### src/rtl/cpu_pkg.sv
// cpu_pkg: shared constants for the decode stage.
//   XLEN         - data/address width
//   OP_*         - opcodes resolved in ID (BEQ, BNE, J)
//   *_HI/*_LO    - instruction field ranges. The ISA documents fields MSB-first
//                  (bit 0 = MSB); here they are mapped onto [31:0] vectors, so
//                  doc field [0:5] is [31:26], [6:10] is [25:21], and so on.
//   slot_state_e - ID slot state (real instruction vs squashed bubble)
//   sext16       - sign-extend a 16-bit immediate to XLEN
package cpu_pkg;

    localparam int XLEN = 32;

    localparam logic [5:0] OP_BEQ = 6'b000100;
    localparam logic [5:0] OP_BNE = 6'b000101;
    localparam logic [5:0] OP_J   = 6'b000010;

    localparam int OP_HI   = 31;
    localparam int OP_LO   = 26;
    localparam int RS_HI   = 25;
    localparam int RS_LO   = 21;
    localparam int RT_HI   = 20;
    localparam int RT_LO   = 16;
    localparam int IMM_HI  = 15;
    localparam int IMM_LO  = 0;
    localparam int JIDX_HI = 25;
    localparam int JIDX_LO = 0;

    typedef enum logic {
        SLOT_SQUASHED = 1'b0,
        SLOT_VALID    = 1'b1
    } slot_state_e;

    function automatic logic [XLEN-1:0] sext16(input logic [15:0] v);
        return {{(XLEN-16){v[15]}}, v};
    endfunction

endpackage

### src/rtl/id_stage_if.sv
// id_stage_if: fetch / register-file / EX-side signals of the decode stage.
//   pc_in, inst_in        - fetch-stage PC and instruction
//   rs_addr, rt_addr      - register-file read addresses (from the ID slot)
//   rs_data, rt_data      - combinational register-file read data
//   br_ctrl, ID_br_pc     - fetch redirect and its target
//   ex_*                  - ID/EX register contents
//   br_taken_cnt          - saturating taken-redirect count
// Modports: slave = the decode stage, master = its environment.
interface id_stage_if;
    import cpu_pkg::*;

    logic [XLEN-1:0] pc_in;
    logic [XLEN-1:0] inst_in;
    logic [4:0]      rs_addr;
    logic [4:0]      rt_addr;
    logic [XLEN-1:0] rs_data;
    logic [XLEN-1:0] rt_data;
    logic            br_ctrl;
    logic [XLEN-1:0] ID_br_pc;
    logic            ex_valid;
    logic [XLEN-1:0] ex_pc;
    logic [XLEN-1:0] ex_inst;
    logic [XLEN-1:0] ex_rs_data;
    logic [XLEN-1:0] ex_rt_data;
    logic [XLEN-1:0] ex_imm;
    logic [15:0]     br_taken_cnt;

    modport slave (
        input  pc_in, inst_in, rs_data, rt_data,
        output rs_addr, rt_addr, br_ctrl, ID_br_pc,
               ex_valid, ex_pc, ex_inst, ex_rs_data, ex_rt_data, ex_imm,
               br_taken_cnt
    );

    modport master (
        output pc_in, inst_in, rs_data, rt_data,
        input  rs_addr, rt_addr, br_ctrl, ID_br_pc,
               ex_valid, ex_pc, ex_inst, ex_rs_data, ex_rt_data, ex_imm,
               br_taken_cnt
    );

endinterface

### src/rtl/branch_resolve.sv
// branch_resolve: combinational BEQ/BNE/J resolution for the instruction in ID.
//   id_pc, id_inst    - IF/ID register contents
//   rs_data, rt_data  - register operands for the compare
//   id_valid          - slot holds a real instruction (squashed slots never take)
//   taken             - redirect fetch
//   target            - redirect address (0 for non-branch opcodes)
module branch_resolve
    import cpu_pkg::*;
(
    input  logic [XLEN-1:0] id_pc,
    input  logic [XLEN-1:0] id_inst,
    input  logic [XLEN-1:0] rs_data,
    input  logic [XLEN-1:0] rt_data,
    input  logic            id_valid,
    output logic            taken,
    output logic [XLEN-1:0] target
);

    logic [5:0]      opcode;
    logic [XLEN-1:0] seq_pc;
    logic [XLEN-1:0] br_tgt;
    logic [XLEN-1:0] j_tgt;
    logic            cond;

    assign opcode = id_inst[OP_HI:OP_LO];
    assign seq_pc = id_pc + 32'd4;
    // Both sums wrap modulo 2^32 by construction.
    assign br_tgt = seq_pc + (sext16(id_inst[IMM_HI:IMM_LO]) << 2);
    // J keeps the top nibble of the sequential PC (region-relative jump).
    assign j_tgt  = {seq_pc[31:28], id_inst[JIDX_HI:JIDX_LO], 2'b00};

    always_comb begin
        cond   = 1'b0;
        target = '0;
        case (opcode)
            OP_BEQ: begin
                cond   = (rs_data == rt_data);
                target = br_tgt;
            end
            OP_BNE: begin
                cond   = (rs_data != rt_data);
                target = br_tgt;
            end
            OP_J: begin
                cond   = 1'b1;
                target = j_tgt;
            end
            default: ;
        endcase
    end

    assign taken = id_valid & cond;

endmodule

### src/rtl/id_stage.sv
// id_stage: instruction-decode stage of the in-order CPU.
//   clk, reset - rising-edge clock, asynchronous active-high reset
//   bus        - id_stage_if.slave (fetch inputs, register-file port,
//                redirect pair, ID/EX register outputs, taken counter)
// Holds the IF/ID and ID/EX registers, resolves BEQ/BNE/J in ID, and squashes
// the one wrong-path instruction fetched behind a taken redirect.
module id_stage
    import cpu_pkg::*;
(
    input  logic       clk,
    input  logic       reset,
    id_stage_if.slave  bus
);

    slot_state_e     slot_q;
    slot_state_e     slot_d;
    logic            id_valid;
    logic [XLEN-1:0] id_pc;
    logic [XLEN-1:0] id_inst;
    logic            taken;
    logic [XLEN-1:0] target;
    logic [15:0]     taken_cnt;

    // ID slot state: the instruction fetched while a redirect is asserted is
    // wrong-path, so the slot it lands in becomes a bubble for one cycle.
    always_ff @(posedge clk or posedge reset) begin
        if (reset) slot_q <= SLOT_SQUASHED;
        else       slot_q <= slot_d;
    end

    always_comb begin
        slot_d = SLOT_VALID;
        if (taken) slot_d = SLOT_SQUASHED;
    end

    assign id_valid = (slot_q == SLOT_VALID);

    // IF/ID register.
    always_ff @(posedge clk or posedge reset) begin
        if (reset) begin
            id_pc   <= '0;
            id_inst <= '0;
        end else begin
            id_pc   <= bus.pc_in;
            id_inst <= bus.inst_in;
        end
    end

    assign bus.rs_addr = id_inst[RS_HI:RS_LO];
    assign bus.rt_addr = id_inst[RT_HI:RT_LO];

    branch_resolve u_br (
        .id_pc    (id_pc),
        .id_inst  (id_inst),
        .rs_data  (bus.rs_data),
        .rt_data  (bus.rt_data),
        .id_valid (id_valid),
        .taken    (taken),
        .target   (target)
    );

    // Reset clears id_valid asynchronously, so a pending redirect drops at once.
    assign bus.br_ctrl  = taken;
    assign bus.ID_br_pc = taken ? target : '0;

    // ID/EX register; branches flow on to EX as ordinary instructions.
    always_ff @(posedge clk or posedge reset) begin
        if (reset) begin
            bus.ex_valid   <= 1'b0;
            bus.ex_pc      <= '0;
            bus.ex_inst    <= '0;
            bus.ex_rs_data <= '0;
            bus.ex_rt_data <= '0;
            bus.ex_imm     <= '0;
        end else begin
            bus.ex_valid   <= id_valid;
            bus.ex_pc      <= id_pc;
            bus.ex_inst    <= id_inst;
            bus.ex_rs_data <= bus.rs_data;
            bus.ex_rt_data <= bus.rt_data;
            bus.ex_imm     <= sext16(id_inst[IMM_HI:IMM_LO]);
        end
    end

    // Saturating taken-redirect counter.
    always_ff @(posedge clk or posedge reset) begin
        if (reset)                            taken_cnt <= '0;
        else if (taken && taken_cnt != 16'hFFFF) taken_cnt <= taken_cnt + 16'd1;
    end

    assign bus.br_taken_cnt = taken_cnt;

endmodule
### src/flat_wrapper.sv
// flat-port wrapper written by rule: the top's interface ports become plain ports
module id_stage_flat import cpu_pkg::*;
  (clk, reset, bus_pc_in, bus_inst_in, bus_rs_data, bus_rt_data, bus_rs_addr, bus_rt_addr, bus_br_ctrl, bus_ID_br_pc, bus_ex_valid, bus_ex_pc, bus_ex_inst, bus_ex_rs_data, bus_ex_rt_data, bus_ex_imm, bus_br_taken_cnt);
  id_stage_if bus_i ();
  input  logic clk;
  input  logic reset;
  input wire logic [$bits(bus_i.pc_in)-1:0] bus_pc_in;
  input wire logic [$bits(bus_i.inst_in)-1:0] bus_inst_in;
  input wire logic [$bits(bus_i.rs_data)-1:0] bus_rs_data;
  input wire logic [$bits(bus_i.rt_data)-1:0] bus_rt_data;
  output wire logic [$bits(bus_i.rs_addr)-1:0] bus_rs_addr;
  output wire logic [$bits(bus_i.rt_addr)-1:0] bus_rt_addr;
  output wire logic [$bits(bus_i.br_ctrl)-1:0] bus_br_ctrl;
  output wire logic [$bits(bus_i.ID_br_pc)-1:0] bus_ID_br_pc;
  output wire logic [$bits(bus_i.ex_valid)-1:0] bus_ex_valid;
  output wire logic [$bits(bus_i.ex_pc)-1:0] bus_ex_pc;
  output wire logic [$bits(bus_i.ex_inst)-1:0] bus_ex_inst;
  output wire logic [$bits(bus_i.ex_rs_data)-1:0] bus_ex_rs_data;
  output wire logic [$bits(bus_i.ex_rt_data)-1:0] bus_ex_rt_data;
  output wire logic [$bits(bus_i.ex_imm)-1:0] bus_ex_imm;
  output wire logic [$bits(bus_i.br_taken_cnt)-1:0] bus_br_taken_cnt;
  assign bus_i.pc_in = bus_pc_in;
  assign bus_i.inst_in = bus_inst_in;
  assign bus_i.rs_data = bus_rs_data;
  assign bus_i.rt_data = bus_rt_data;
  assign bus_rs_addr = bus_i.rs_addr;
  assign bus_rt_addr = bus_i.rt_addr;
  assign bus_br_ctrl = bus_i.br_ctrl;
  assign bus_ID_br_pc = bus_i.ID_br_pc;
  assign bus_ex_valid = bus_i.ex_valid;
  assign bus_ex_pc = bus_i.ex_pc;
  assign bus_ex_inst = bus_i.ex_inst;
  assign bus_ex_rs_data = bus_i.ex_rs_data;
  assign bus_ex_rt_data = bus_i.ex_rt_data;
  assign bus_ex_imm = bus_i.ex_imm;
  assign bus_br_taken_cnt = bus_i.br_taken_cnt;
  id_stage u_core (.clk(clk), .reset(reset), .bus(bus_i));
endmodule
### config.mk
export PLATFORM = sky130hd
export DESIGN_NAME = id_stage_flat
export DESIGN_NICKNAME = d
export VERILOG_FILES = /design/src/rtl/cpu_pkg.sv /design/src/rtl/id_stage_if.sv /design/src/rtl/branch_resolve.sv /design/src/rtl/id_stage.sv /design/src/flat_wrapper.sv
export SDC_FILE = /design/constraint.sdc
export NUM_CORES = 1
export LEC_CHECK = 0
export ABC_CLOCK_PERIOD_IN_PS = 13440
export CORE_MARGIN = 8
export CORE_UTILIZATION = 40
export DETAILED_ROUTE_END_ITERATION = 12
export PLACE_DENSITY = 0.73
export SYNTH_ARGS = -nofsm -noshare
export SYNTH_HDL_FRONTEND = slang
export SYNTH_SLANG_ARGS = --single-unit
### constraint.sdc
create_clock -name clk -period 13.44 [get_ports clk]
set_input_delay 2.688 -clock clk [delete_from_list [all_inputs] [get_ports clk]]
set_output_delay 2.688 -clock clk [all_outputs]
set_load 0.05 [all_outputs]
==> metrics.cfg <==
[routing]
drc=0
avgRoutedWirePerCell_um=20.5
highest_layer=met5
wl_met3_um=3260
drtIter0Drc=317
firstDrtPassIters=4
ant_nets=0
vias=6779
wl_um=27900
dr_wl_met2_um=14000
via_per_inst=4.99
wl_met1_um=9840

[pwr]
p_sw_frac=0.287
p_int_w=0.00123
cellLeakagePower_nw=5.51
seqPwrFrac=0.399
p_per_area_nw_per_um2=130
ir_drop_v=0.000138
p_comb_frac=0.198
clockPowerShare=0.402
power.switching_w=0.000497

[synthesis]
synth-edff-count=0
synth_area_um2=8940
synth-async-reset-ratio=1.00
yosysWarnings=0
synth.avg_cell_area_um2=12.1
ys_ff_latch=210
ys_seq_area_frac=0.588
ys.flop_type=dfrtp_1
synth_cell_types=55
syn_inst=738
syn-num-nets=905

[sta]
setup-tns-final_ns=0
layout_min_cycle_time_ns=9.05
fmax_mhz=111
setup_violations=0
worst_slew_pin_slew_ns=1.04
slew_headroom=0.308
drv_slew=0
timing.final.crit_share=0.673
rsz0062_at_grt=no
hold_ws_ns=0.368
fin_skew_ns=0.0205
worst_slack_ns=4.39
hold_violations=0

[hold_path]
hold-path-endpoint=u_core.bus.ex_pc[0]$_DFF_PP0_
hold_depth=0
hold_class=reg -> reg
worstHoldStart=u_core.id_pc[0]$_DFF_PP0_

[cells_and_area]
layout.nets=1226
final_cell_area_um2=13300
fill_cells=1768
layout_common_cells=clkdlybuf4s50_1 (349), dfrtp_1 (210), xor2_1 (49), nor2_1 (48), xnor2_1 (47)
syn_to_final_growth_pct=48.8
layout_commonest_cell=clkdlybuf4s50_1
drive_gt1_frac=0.0502

[clock_network]
hold_buffers=0
clk_path_buf_depth=3
cts-resized-gates=0
cts_max_level=1
postCtsSetupRepairBufs=0
clkTransAtPathRegs_ns=0.06
cts_buffers=24
cts-root-buf=clkbuf_16
clk_latency_ns=0.53
cts_tree=yes
cts.sinks=210

[critical_path]
crit_required_ns=10.75
cp_common_cell=clkdlybuf4s50_1
worstPathArrival_ns=6.36
end_kind=output port
crit_slowest_cell=clkdlybuf4s50_1
r2r_setup_slack_ns=11.14
cp-start-kind=primary input
reg2reg_to=u_core.bus.br_taken_cnt[1]$_DFFE_PP0P_
rr_startpoint=u_core.bus.br_taken_cnt[7]$_DFFE_PP0P_
worst-path-max-fanout=33
crit_path_max_incr_delay_ns=0.70
worstSetupPathType=in -> out
rr_worst_depth=8
cp_cell_sequence=clkdlybuf4s50_1 > xor2_1 > nor4_1 > nand4_1 > o211a_1 > o31ai_4 > buf_4 > nor2_2 > nand3b_1 > mux2i_1 > or2_1 > clkdlybuf4s50_1

[die]
dieArea_um2=27400
rows=54
design.core.area_um2=21900
die_x_um=165
dieHeight_um=165
ios=350
start_util=0.408

[placed_design]
port_buffers=349
dp_hpwl_um=21900
pre_cts_ws_ns=4.35
place_congestion=0.839
dpl_cell_area_um2=12400

[run_status]
status=completed

[run]
maxCapViolCount=0

[grt]
grt_pass1_vias=7296
grt.total_usage=0.200
grt_pass1_wl_um=42000
antenna_found_initial=4
grt-ovfl-total=0
grt_max_degree=144

[critical path, delay by kind of cell]
kind	cells	cell delay [ns]
and+or+nand+nor	5	1.30
buffers and inverters	3	1.54
AOI/OAI and AO/OA	2	0.54
xor gates and xnor gates	1	0.20
muxes	1	0.07
[layer usage]
metal,global-route usage,vias up
met5,0,-
met4,0.0674,4
met3,0.0850,53
met2,0.349,302
met1,0.215,3237
li1,-,3183
[cell usage after synthesis, drive strengths merged (14+ instances only)]
master	count	share of area
xnor2	47	0.046
nand4	14	0.0098
inv	15	0.0063
o21ai	18	0.010
xor2	49	0.048
buf	46	0.038
a21oi	39	0.022
nor2	49	0.021
a22oi	21	0.018
dfrtp	210	0.59
nand2	31	0.013
ha	36	0.050
nand3	29	0.016
[flip-flops by register name, indices dropped and copies added (netlist names)]
name and flops:
u_core.id_inst 32, u_core.bus.ex_rs_data 32, u_core.bus.ex_rt_data 32, u_core.bus.ex_pc 32, u_core.bus.br_taken_cnt 16, u_core.bus.ex_valid 1, u_core.id_valid 1, u_core.bus.ex_inst 32
u_core.id_pc 32
[kinds of logic after synthesis]
group	synth area share
muxes	0.00588
and+or+nand+nor	0.108
DFF	0.588
adders and majority gates	0.0526
AOI/OAI and AO/OA	0.103
xor gates and xnor gates	0.0941
buffers and inverters	0.0487
[how the worst max path moves through the flow]
stage	from	end	slack, ns	cells past startpoint
global placement	bus_rt_data[1]	bus_ID_br_pc[29]	4.46	12
global route	bus_rt_data[1]	bus_ID_br_pc[29]	4.24	12
CTS	bus_rt_data[1]	bus_ID_br_pc[29]	4.35	12
floorplan	reset	u_core.bus.br_taken_cnt[0]$_DFFE_PP0P_	5.01	1
detailed placement	bus_rt_data[1]	bus_ID_br_pc[29]	4.35	12
finish	bus_rt_data[1]	bus_ID_br_pc[29]	4.39	12
[per-stage QoR]
step                instances   util  total power, W
detailed placement       1313  0.568         0.00105
global placement         1313  0.568         0.00104
CTS                      1356  0.607         0.00175
floorplan                 738      -        0.000914
global route             1358  0.608         0.00179
finish                   1359  0.608         0.00173
[power by group through the flow]
stage          clock network, W  registers (W)  logic [W]
3_5_place_dp                  0       0.000702   0.000344
3_3_place_gp                  0       0.000701   0.000341
6_report               0.000696       0.000691   0.000343
2_1_floorplan                 0       0.000780   0.000134
5_1_grt                0.000735       0.000695   0.000365
4_1_cts                0.000714       0.000692   0.000346
[area by class of cell]
| class | instances | area (um^2) | area share |
|---|---|---|---|
| Antenna cell | 3 | 7.51 | 0.000564 |
| Multi-Input combinational cell | 456 | 3250 | 0.244 |
| Inverter | 15 | 63.8 | 0.00480 |
| Tap cell | 280 | 350 | 0.0263 |
| Clock buffer | 35 | 692 | 0.0520 |
| Sequential cell | 210 | 5260 | 0.395 |
| Clock inverter | 8 | 171 | 0.0129 |
| Timing Repair Buffer | 352 | 3520 | 0.264 |
No activity file was read; power rests on OpenSTA's default activity.
